==> config.mk <==
export PLATFORM = sky130hd
export DESIGN_NAME = stopwatch_ctrl
export DESIGN_NICKNAME = d
export VERILOG_FILES = /design/src/rtl/stopwatch_ctrl.sv
export SDC_FILE = /design/constraint.sdc
export NUM_CORES = 1
export LEC_CHECK = 0
export BUFFER_PORTS_ARGS = -buffer_cell sky130_fd_sc_hd__buf_2
export CAP_MARGIN = 20
export CORE_MARGIN = 3
export CORE_UTILIZATION = 54
export CTS_BUF_LIST = sky130_fd_sc_hd__clkbuf_8
export DETAILED_ROUTE_END_ITERATION = 10
export PLACE_DENSITY = 0.67
export SLEW_MARGIN = 20
export SYNTH_ARGS = -nofsm -noshare
export SYNTH_HDL_FRONTEND = slang
export SYNTH_SLANG_ARGS = --single-unit
==> constraint.sdc <==
create_clock -name clk -period 5.6 [get_ports clk]
set_input_delay 0.28 -clock clk [delete_from_list [all_inputs] [get_ports clk]]
set_output_delay 0.28 -clock clk [all_outputs]
set_load 0.01 [all_outputs]
==> src/rtl/stopwatch_ctrl.sv <==
// stopwatch_ctrl: button synchronizers and debouncers, IDLE/RUN/PAUSE
// state machine and the single-cycle 1 Hz advance pulse generator.
module stopwatch_ctrl #(
    parameter int CLK_HZ    = 100_000_000,
    parameter int DB_CYCLES = 1_000_000
) (
    input  logic       clk,
    input  logic       rst_n,
    input  logic       btn_start_stop,
    input  logic       btn_clear,
    output logic       count_1hz,
    output logic       running,
    output logic       clear,
    output logic [1:0] state
);

    localparam int PW = $clog2(CLK_HZ);
    localparam int DW = $clog2(DB_CYCLES + 1);

    localparam logic [PW-1:0] P_LAST = PW'(CLK_HZ - 1);
    localparam logic [PW-1:0] P_PRE  = PW'(CLK_HZ - 2);
    localparam logic [DW-1:0] D_LAST = DW'(DB_CYCLES - 1);

    typedef enum logic [1:0] {
        S_IDLE  = 2'b00,
        S_RUN   = 2'b01,
        S_PAUSE = 2'b10
    } st_t;

    // Bit 0 is start/stop, bit 1 is clear.
    logic [1:0]         raw;
    logic [1:0]         s1;
    logic [1:0]         s2;
    logic [1:0]         db;
    logic [1:0]         db_q;
    logic [1:0][DW-1:0] cnt;
    logic [1:0]         press;
    logic               ss_ev;
    logic               clr_ev;

    st_t                cur;
    st_t                nxt;
    logic               clr_go;
    logic [PW-1:0]      presc;

    assign raw    = {btn_clear, btn_start_stop};
    assign press  = db & ~db_q;
    assign ss_ev  = press[0];
    assign clr_ev = press[1];
    assign state  = cur;

    // Synchronize, debounce and keep a delayed copy for edge detection
    always_ff @(posedge clk) begin
        if (!rst_n) begin
            s1   <= '0;
            s2   <= '0;
            db   <= '0;
            db_q <= '0;
            cnt  <= '0;
        end else begin
            s1   <= raw;
            s2   <= s1;
            db_q <= db;
            for (int i = 0; i < 2; i++) begin
                if (s2[i] == db[i]) begin
                    cnt[i] <= '0;
                end else if (cnt[i] == D_LAST) begin
                    cnt[i] <= '0;
                    db[i]  <= s2[i];
                end else begin
                    cnt[i] <= cnt[i] + DW'(1);
                end
            end
        end
    end

    // Next state from press events; clear has priority outside RUN
    always_comb begin
        nxt    = cur;
        clr_go = 1'b0;
        case (cur)
            S_IDLE: begin
                if (clr_ev)
                    clr_go = 1'b1;
                else if (ss_ev)
                    nxt = S_RUN;
            end
            S_RUN: begin
                if (ss_ev)
                    nxt = S_PAUSE;
            end
            S_PAUSE: begin
                if (clr_ev) begin
                    nxt    = S_IDLE;
                    clr_go = 1'b1;
                end else if (ss_ev) begin
                    nxt = S_RUN;
                end
            end
            default: nxt = S_IDLE;
        endcase
    end

    // State register, registered outputs and RUN-gated prescaler
    always_ff @(posedge clk) begin
        if (!rst_n) begin
            cur       <= S_IDLE;
            running   <= 1'b0;
            clear     <= 1'b0;
            count_1hz <= 1'b0;
            presc     <= '0;
        end else begin
            cur       <= nxt;
            running   <= (nxt == S_RUN);
            clear     <= clr_go;
            // Tick is high during the cycle the prescaler sits at its last value
            count_1hz <= (cur == S_RUN) && (presc == P_PRE);
            if (nxt == S_IDLE)
                presc <= '0;
            else if (cur == S_RUN)
                presc <= (presc == P_LAST) ? '0 : presc + PW'(1);
        end
    end

endmodule

==> results of run 1 <==
power groups by stage:
| stage | Sequential (mW) | Clock [mW] | Combinational (mW) |
|---|---|---|---|
| 2_1_floorplan | 0.584 | 0 | 0.00507 |
| 5_1_grt | 0.571 | 0.412 | 0.00812 |
| 3_5_place_dp | 0.584 | 0 | 0.00723 |
| 4_1_cts | 0.571 | 0.385 | 0.00728 |
| 6_report | 0.571 | 0.369 | 0.00695 |
| 3_3_place_gp | 0.584 | 0 | 0.00706 |
cells by family (layout without fill, tap and decap cells):
kind of cell    count (synthesis)  in the layout  synth area share
buf+inv                        23             34           0.02831
flops                          80             80            0.4588
compound gates                 12             12           0.02401
simple gates                  212            212            0.3154
fa+ha+maj                       4              4           0.01434
xor+xnor                       60             60            0.1505
mux                             3              3          0.008602
cells in the mapped netlist (2+ instances only):
library cell	instances
buf_2	3
xor2_1	26
and3_1	5
nand3_1	24
nand4_1	16
and4_2	2
nor3_1	12
nand2_1	25
nor4b_1	5
nor2_1	79
a31oi_1	3
mux2i_1	3
nor4_1	6
a21oi_1	4
and4_1	6
dfxtp_1	80
clkbuf_1	7
nand4_2	2
xnor2_1	34
and2_1	9
or2_2	2
ha_1	4
nor2b_1	5
nor4bb_1	2
inv_1	10
or3_1	2
worst max-delay path, cell delays in order (launching register included):
cell and delay, ps:
dfxtp_1 420, ha_1 190, nand3b_1 160, or3_1 570, nor4_1 410, xnor2_1 160, nor2_1 50
path summary, 6_finish.rpt:
path | slack (ps) | depth (start not counted) | endpoint | start
setup / recovery | 3520 | 6 | presc[24]$_SDFFE_PP0P_ | presc[0]$_SDFFE_PP0P_
hold / removal | 150 | 2 | s1[1]$_SDFF_PN0_ | btn_clear
setup reg to reg | 3520 | 6 | presc[24]$_SDFFE_PP0P_ | presc[0]$_SDFFE_PP0P_
hold reg to reg | 430 | 1 | clear$_SDFF_PN0_ | db_q[1]$_SDFF_PN0_
flip-flops by register name, indices dropped and copies added, names as in the netlist:
register and cells:
running 1, s1 2, db_q 2, state 2
cnt 40, s2 2, clear 1, count_1hz 1
db 2, presc 27
final cells by class:
cell class	instances	share of cell area
tap	75	0.02510
clock inverter	6	0.01004
timing repair buffer	8	0.01071
sequential	80	0.4284
inverter	10	0.01004
clock buffer	10	0.03681
multi-input combinational	291	0.4789
cells in the final DEF, fill, tap and decap left out, types with 2 or more instances in the layout:
cell type	instances
a21oi_1	4
a31oi_1	3
and2_1	9
and3_1	5
and4_1	6
and4_2	2
buf_2	8
clkbuf_8	10
clkinv_4	2
dfxtp_1	80
ha_1	4
inv_1	12
mux2i_1	3
nand2_1	25
nand3_1	24
nand4_1	16
nand4_2	2
nor2_1	79
nor2b_1	5
nor3_1	12
nor4_1	6
nor4b_1	5
nor4bb_1	2
or2_2	2
or3_1	2
xnor2_1	34
xor2_1	26
layer usage:
| metal | track usage | wire length [microns] |
|---|---|---|
| met1 | 0.2349 | 2937 |
| met2 | 0.2969 | 2838 |
| met3 | 0.03517 | 102 |
| met4 | 0.08357 | 117 |
| met5 | 0 | 0 |
==> reports/metrics.yaml, run 1 <==
status: "complete, no violations"
n_antenna_cell: 0
firstDrtPassIters: 4
wl_per_cell_microns: 12.49
postCtsHoldBufs: 0
ys_seq_area_frac: 0.4588
tns_ps: 0
clockPowerShare: 0.390
peakVddDrop_mv: 0.1473
clk_latency_ps: 330
drt.antenna.violating_nets: 0
worstPathArrival_ps: 2290
initial_utilization: 0.5727
multiInputGateArea_sq_um: 1790
fillCellCount: 569
core-area_sq_um: 6096
fmax_mhz: 481.4
synthArstFlopShare: 0
synth-edff-count: 0
syn_inst: 394
fin_cells: 480
worst_slew_pin_slew_ps: 784.4
setup_viol: 0
postPlaceCellArea_sq_um: 3563
h-tree-depth: 3
die_h_microns: 86.40
fin_util: 0.6133
gp_congestion: 0.7988
ios: 9
nets: 408
layout_setup_ws_ps: 3523
synth.area.top_cells: "dfxtp_1, xnor2_1, nor2_1, xor2_1, nand3_1"
finalPower_mw: 0.9470
antenna_found_initial: 0
wirelength_microns: 5996
start_kind: "flip-flop"
maxCapViolCount: 0
cts-root-buf: "clkbuf_8"
p_sw_mw: 0.2036
p_seq_frac: 0.603
crit_fanout: 14
cts_setup_buffers: 0
syn-cell-area_sq_um: 3491
cts_buffer_depth: 2
die_w_microns: 86.40
rsz0062_at_grt: "no"
fin_crit_sh: 0.3710
ys.flop_type: "dfxtp_1"
cts.sinks: 80
hp-class: "primary input to flip-flop"
crit_type: "flip-flop to flip-flop"
syn2layout_area_growth_pct: 7.097
viasPerCell: 5.398
end_kind: "flip-flop"
synth_cell_types: 44
yosysTopAreaCell: "dfxtp_1"
syn_nets: 402
fp.dieArea_sq_um: 7465
yosysWarningCount: 0
grt_pass1_wl_microns: 11090
grt_max_degree: 20
overflow: 0
power_per_cell_area_nw_per_um2: 253.3
finalMaxSlewViolations: 0
track_usage: 0.1829
dp_slack_ps: 3526
switching_share: 0.2150
port_buffers: 8
worstPathRequired_ps: 5810
path_clk_slew_ps: 80
grt_pass1_vias: 2470
drt_iter0_markers: 113
comb_power_share: 0.007
drive_gt1_frac: 0.08148
finClkSkew_ps: 6.589
rows: 28
seqCellArea_sq_um: 1602
finalCriticalPeriod_ps: 2077
vias: 2591
cts_buffers: 9
power.leakage_nw: 1.168
synth_seq_cells: 80
dpl.hpwl_microns: 4185
whs_ps: 145.4
syn_avg_cell_area_sq_um: 8.860
synth_top_area_share: 0.4588
fin_area_sq_um: 3739
drc: 0
cts_resized: 0
slew_headroom: 0.4730
placedCellCount: 464
intPower_mw: 0.7434
hold_violations: 0
cts_tree: "yes"
No activity file was read; power rests on OpenSTA's default activity.
==> run 2, diff against run 1 <==
PLACE_DENSITY = 0.7   (was 0.67)
clock period = 1.65 ns   (was 5.6 ns; I/O delays follow)
==> reports/metrics.yaml, run 2 (synthesized netlist as in run 1, its figures left out) <==
status: "complete, but fails checks"
violations: "negative setup slack"
n_antenna_cell: 0
cts_buffers: 9
finalCriticalPeriod_ps: 1797
clockPowerShare: 0.471
cts_buffer_depth: 2
ios: 9
cts_tree: "yes"
p_sw_mw: 0.7344
regMostFlops: "cnt"
drc: 0
comb_power_share: 0.009
die_w_microns: 86.40
initial_utilization: 0.5727
track_usage: 0.2129
end_kind: "flip-flop"
h-tree-depth: 3
worst_slew_pin_slew_ps: 386.4
die_h_microns: 86.40
wl_per_cell_microns: 13.69
overflow: 0
worstPathArrival_ps: 2040
rsz0062_at_grt: "yes"
reg_top3: "cnt x40, presc x27"
grt_pass1_wl_microns: 12660
path_clk_slew_ps: 90
cts-root-buf: "clkbuf_8"
p_seq_frac: 0.520
drt_iter0_markers: 192
peakVddDrop_mv: 0.6138
grt_max_degree: 19
drt.antenna.violating_nets: 0
setup_viol: 21
syn2layout_area_growth_pct: 30.50
antenna_found_initial: 0
gp_congestion: 0.8558
finClkSkew_ps: 9.382
firstDrtPassIters: 4
fin_crit_sh: 1.089
start_kind: "flip-flop"
maxCapViolCount: 0
dp_slack_ps: -91.75
cts.sinks: 80
crit_type: "flip-flop to flip-flop"
wirelength_microns: 7582
vias: 2964
final_common_cell: "dfxtp_1"
grt_pass1_vias: 2867
fin_util: 0.7473
viasPerCell: 5.350
layout_setup_ws_ps: -146.6
final_cell_mix: "dfxtp_1, nor2_1, buf_4"
fp.dieArea_sq_um: 7465
drive_gt1_frac: 0.2881
intPower_mw: 2.994
core-area_sq_um: 6096
crit_fanout: 5
power_per_cell_area_nw_per_um2: 818.4
finalMaxSlewViolations: 0
hp-class: "primary input to flip-flop"
clk_latency_ps: 350
switching_share: 0.1970
slew_headroom: 0.7401
fin_cells: 554
fmax_mhz: 556.6
port_buffers: 8
hold_violations: 0
whs_ps: 78.44
power.leakage_nw: 1.603
dpl.hpwl_microns: 5054
placedCellCount: 530
worstPathRequired_ps: 1900
tns_ps: -2509
largest_register_ffs: 40
rows: 28
nets: 482
[run 2: cell types whose count changed in the layout (fill, tap and decap cells not counted), sizes merged]
| cell | delta |
|---|---|
| bufinv | +3 |
| dlygate4sd3 | +2 |
| buf | +71 |
| clkbuf | +1 |
| inv | -1 |
| clkinv | -1 |
| clkinvlp | -1 |
[run 2: cell type report]
class                           instances  area (sq um)
Inverter                               10         37.54
Tap cell                               75         93.84
Sequential cell                        80          1609
Multi-Input combinational cell        291          1916
Timing Repair Buffer                   82         654.4
Clock buffer                           10         137.6
Clock inverter                          6         107.6
Fill cell                             450          1540
[run 2: routing by layer]
metal  part of all wire  wire [microns]  track usage
met1               0.45            3423       0.2624
met2               0.49            3718       0.3679
met3              0.034             256      0.03517
met4              0.024             184      0.08640
met5                  0               0            0
[run 2: worst max-delay path, cell delays in order, from the launching register on]
cell and delay [ps]:
dfxtp_2 330, or4b_4 540, nor4_4 150, nand4_2 170
o21bai_4 280, clkbuf_16 190, nor2_1 40
[run 2: power groups by stage]
stage	registers, mW	clock network, mW	logic [mW]
2_1_floorplan	1.98	0	0.0187
3_3_place_gp	1.98	0	0.0298
3_5_place_dp	1.98	0	0.0310
4_1_cts	1.94	1.78	0.0348
5_1_grt	1.94	1.86	0.0390
6_report	1.94	1.76	0.0346
[run 2: metrics by stage]
step                      instance area [sq um]  total power [mW]
after floorplan                            3520             2.001
after global placement                     4103             2.013
after detailed placement                   4103             2.015
after CTS                                  4387             3.752
after global routing                       4556             3.836
final                                      4556             3.728
[run 2: final timing paths]
path	endpoint	slack, ps	cells past startpoint	startpoint
worst max-delay path	presc[20]$_SDFFE_PP0P_	-150	6	presc[19]$_SDFFE_PP0P_
worst min-delay path	cnt[22]$_SDFF_PP0_	80	3	rst_n
worst max register to register	presc[20]$_SDFFE_PP0P_	-150	6	presc[19]$_SDFFE_PP0P_
worst min register to register	cnt[20]$_SDFF_PP0_	430	1	cnt[20]$_SDFF_PP0_
[run 2: timing repair]
action                     in CTS  in global routing
gates cloned                    0                  2
resized for setup               4                 29
hold endpoints to repair        2                  0
setup buffers                   0                  4
setup endpoints to repair      26                 65
pin swaps                       1                 10
hold buffers                    2                  0
==> run 3, diff against run 2 <==
CORE_UTILIZATION = 35   (was 54)
PLACE_DENSITY = 0.49   (was 0.7)
==> reports/metrics.yaml, run 3 (synthesized netlist as in run 1, its figures left out) <==
reg_top3: "cnt x40, presc x27"
power.leakage_nw: 1.607
track_usage: 0.1410
drt.antenna.violating_nets: 0
cts_buffers: 9
path_cells: "or4b_4 -> nor4_4 -> nand4_2 -> buf_6 -> a31oi_1 -> a21oi_1"
status: "complete, but fails checks"
cp_top_family: "simple AND/OR/NAND/NOR gates"
syn2layout_area_growth_pct: 31.76
regMostFlops: "cnt"
peakVddDrop_mv: 0.4209
start_kind: "flip-flop"
antenna_found_initial: 0
fillCellCount: 962
r2r_end: "presc[16]$_SDFFE_PP0P_"
fmax_mhz: 586.6
worst_r2r_startpoint: "presc[19]$_SDFFE_PP0P_"
gp_congestion: 0.8124
port_buffers: 8
layout_setup_ws_ps: -54.71
vias: 2829
finClkSkew_ps: 12.15
fp.dieArea_sq_um: 11210
dpl.hpwl_microns: 5188
path_depth: 6
fin_cells: 608
ios: 9
largest_register_ffs: 40
die_h_microns: 105.9
crit_type: "flip-flop to flip-flop"
hold_violations: 0
final_cell_mix: "nor2_1, dfxtp_1, buf_4"
wirelength_microns: 7185
slew_headroom: 0.7455
slowest_stage: "or4b_4"
finalPower_mw: 3.344
r2r_slack_ps: -50
critical_path.max_stage_delay_ps: 540
wl_per_cell_microns: 11.82
grt_pass1_vias: 2857
firstDrtPassIters: 4
critical_path_buf_inv_count: 1
h-tree-depth: 3
cts_tree: "yes"
drt_iter0_markers: 58
cts-root-buf: "clkbuf_8"
finalCriticalPeriod_ps: 1705
clk_latency_ps: 350
die_w_microns: 105.9
crit_fanout: 5
fin_util: 0.4862
rows: 35
worstPathRequired_ps: 1900
viasPerCell: 4.653
tns_ps: -795.4
initial_utilization: 0.3690
placedCellCount: 590
hp-class: "primary input to flip-flop"
grt_max_degree: 20
cts_buffer_depth: 2
cts.sinks: 80
drc: 0
drive_gt1_frac: 0.2818
rsz0062_at_grt: "yes"
nets: 482
dp_slack_ps: -84.33
worstRegToRegCells: 6
violations: "negative setup slack"
critPathLaunch: "presc[19]$_SDFFE_PP0P_"
path_clk_slew_ps: 90
worst_slew_pin_slew_ps: 378.3
overflow: 0
end_kind: "flip-flop"
endpoint: "presc[16]$_SDFFE_PP0P_"
setup_viol: 20
n_antenna_cell: 0
power_per_cell_area_nw_per_um2: 727.0
worstPathArrival_ps: 1960
maxCapViolCount: 0
fin_crit_sh: 1.033
grt_pass1_wl_microns: 12920
finalMaxSlewViolations: 0
core-area_sq_um: 9459
run 3: cell types whose count changed in the layout (fill, tap and decap cells not counted), sizes merged:
cell,delta
buf,+1
bufinv,-3
clkinv,-1
clkinvlp,+3
run 3: layout make-up:
type | instances | area, sq um | area share
Timing Repair Buffer | 82 | 666.9 | 0.1450
Multi-Input combinational cell | 291 | 1932 | 0.4200
Clock buffer | 11 | 151.4 | 0.03292
Tap cell | 129 | 161.4 | 0.03509
Inverter | 10 | 37.54 | 0.008161
Sequential cell | 80 | 1610 | 0.3501
Clock inverter | 5 | 40.04 | 0.008705
run 3: per-stage QoR:
stage	cell area (sq um)	hold WS, ps
2_1_floorplan	3520	209.8
3_3_place_gp	4253	293.9
6_report	4599	93.57
3_5_place_dp	4253	293.4
5_1_grt	4599	108.9
4_1_cts	4508	78.98
run 3: timing repair:
item | 4_1_cts | 5_1_grt
setup endpoints to repair | 27 | 65
pin swaps | 1 | 8
buffers inserted | 0 | 1
hold buffers | 2 | 0
endpoints found under the hold margin | 2 | 0
gates resized for setup | 10 | 24
run 3: where the power goes:
group	switching (mW)	leakage (nW)	total [mW]	internal, mW
Clock	0.733	0.0882	1.37	0.636
Sequential	0.00306	0.649	1.94	1.93
Combinational	0.0170	0.870	0.0366	0.0195
run 3: worst reg2reg max path: cells and delay by family (launching register included):
family,cells,cell delay [ps]
compound gates,2,240
flops,1,320
buf+inv,1,180
simple gates,3,870
run 3: how the worst min path moves through the flow:
| stage | from | to | slack [ps] | cells after the start |
|---|---|---|---|---|
| after detailed placement | btn_clear | s1[1]$_SDFF_PN0_ | 290 | 2 |
| after floorplan | btn_start_stop | s1[0]$_SDFF_PN0_ | 210 | 1 |
| after CTS | rst_n | cnt[22]$_SDFF_PP0_ | 80 | 3 |
| final | rst_n | cnt[22]$_SDFF_PP0_ | 90 | 3 |
| after global placement | btn_start_stop | s1[0]$_SDFF_PN0_ | 290 | 2 |
| after global routing | rst_n | cnt[22]$_SDFF_PP0_ | 110 | 3 |
run 3: per-layer routing:
layer  routed length (microns)  vias to the layer above  GRT usage
met3                       186                        6    0.03858
met4                        23                        0    0.03608
met5                         0                        -          0
met2                      3275                       21     0.2245
li1                          -                     1499          -
met1                      3700                     1303     0.1891
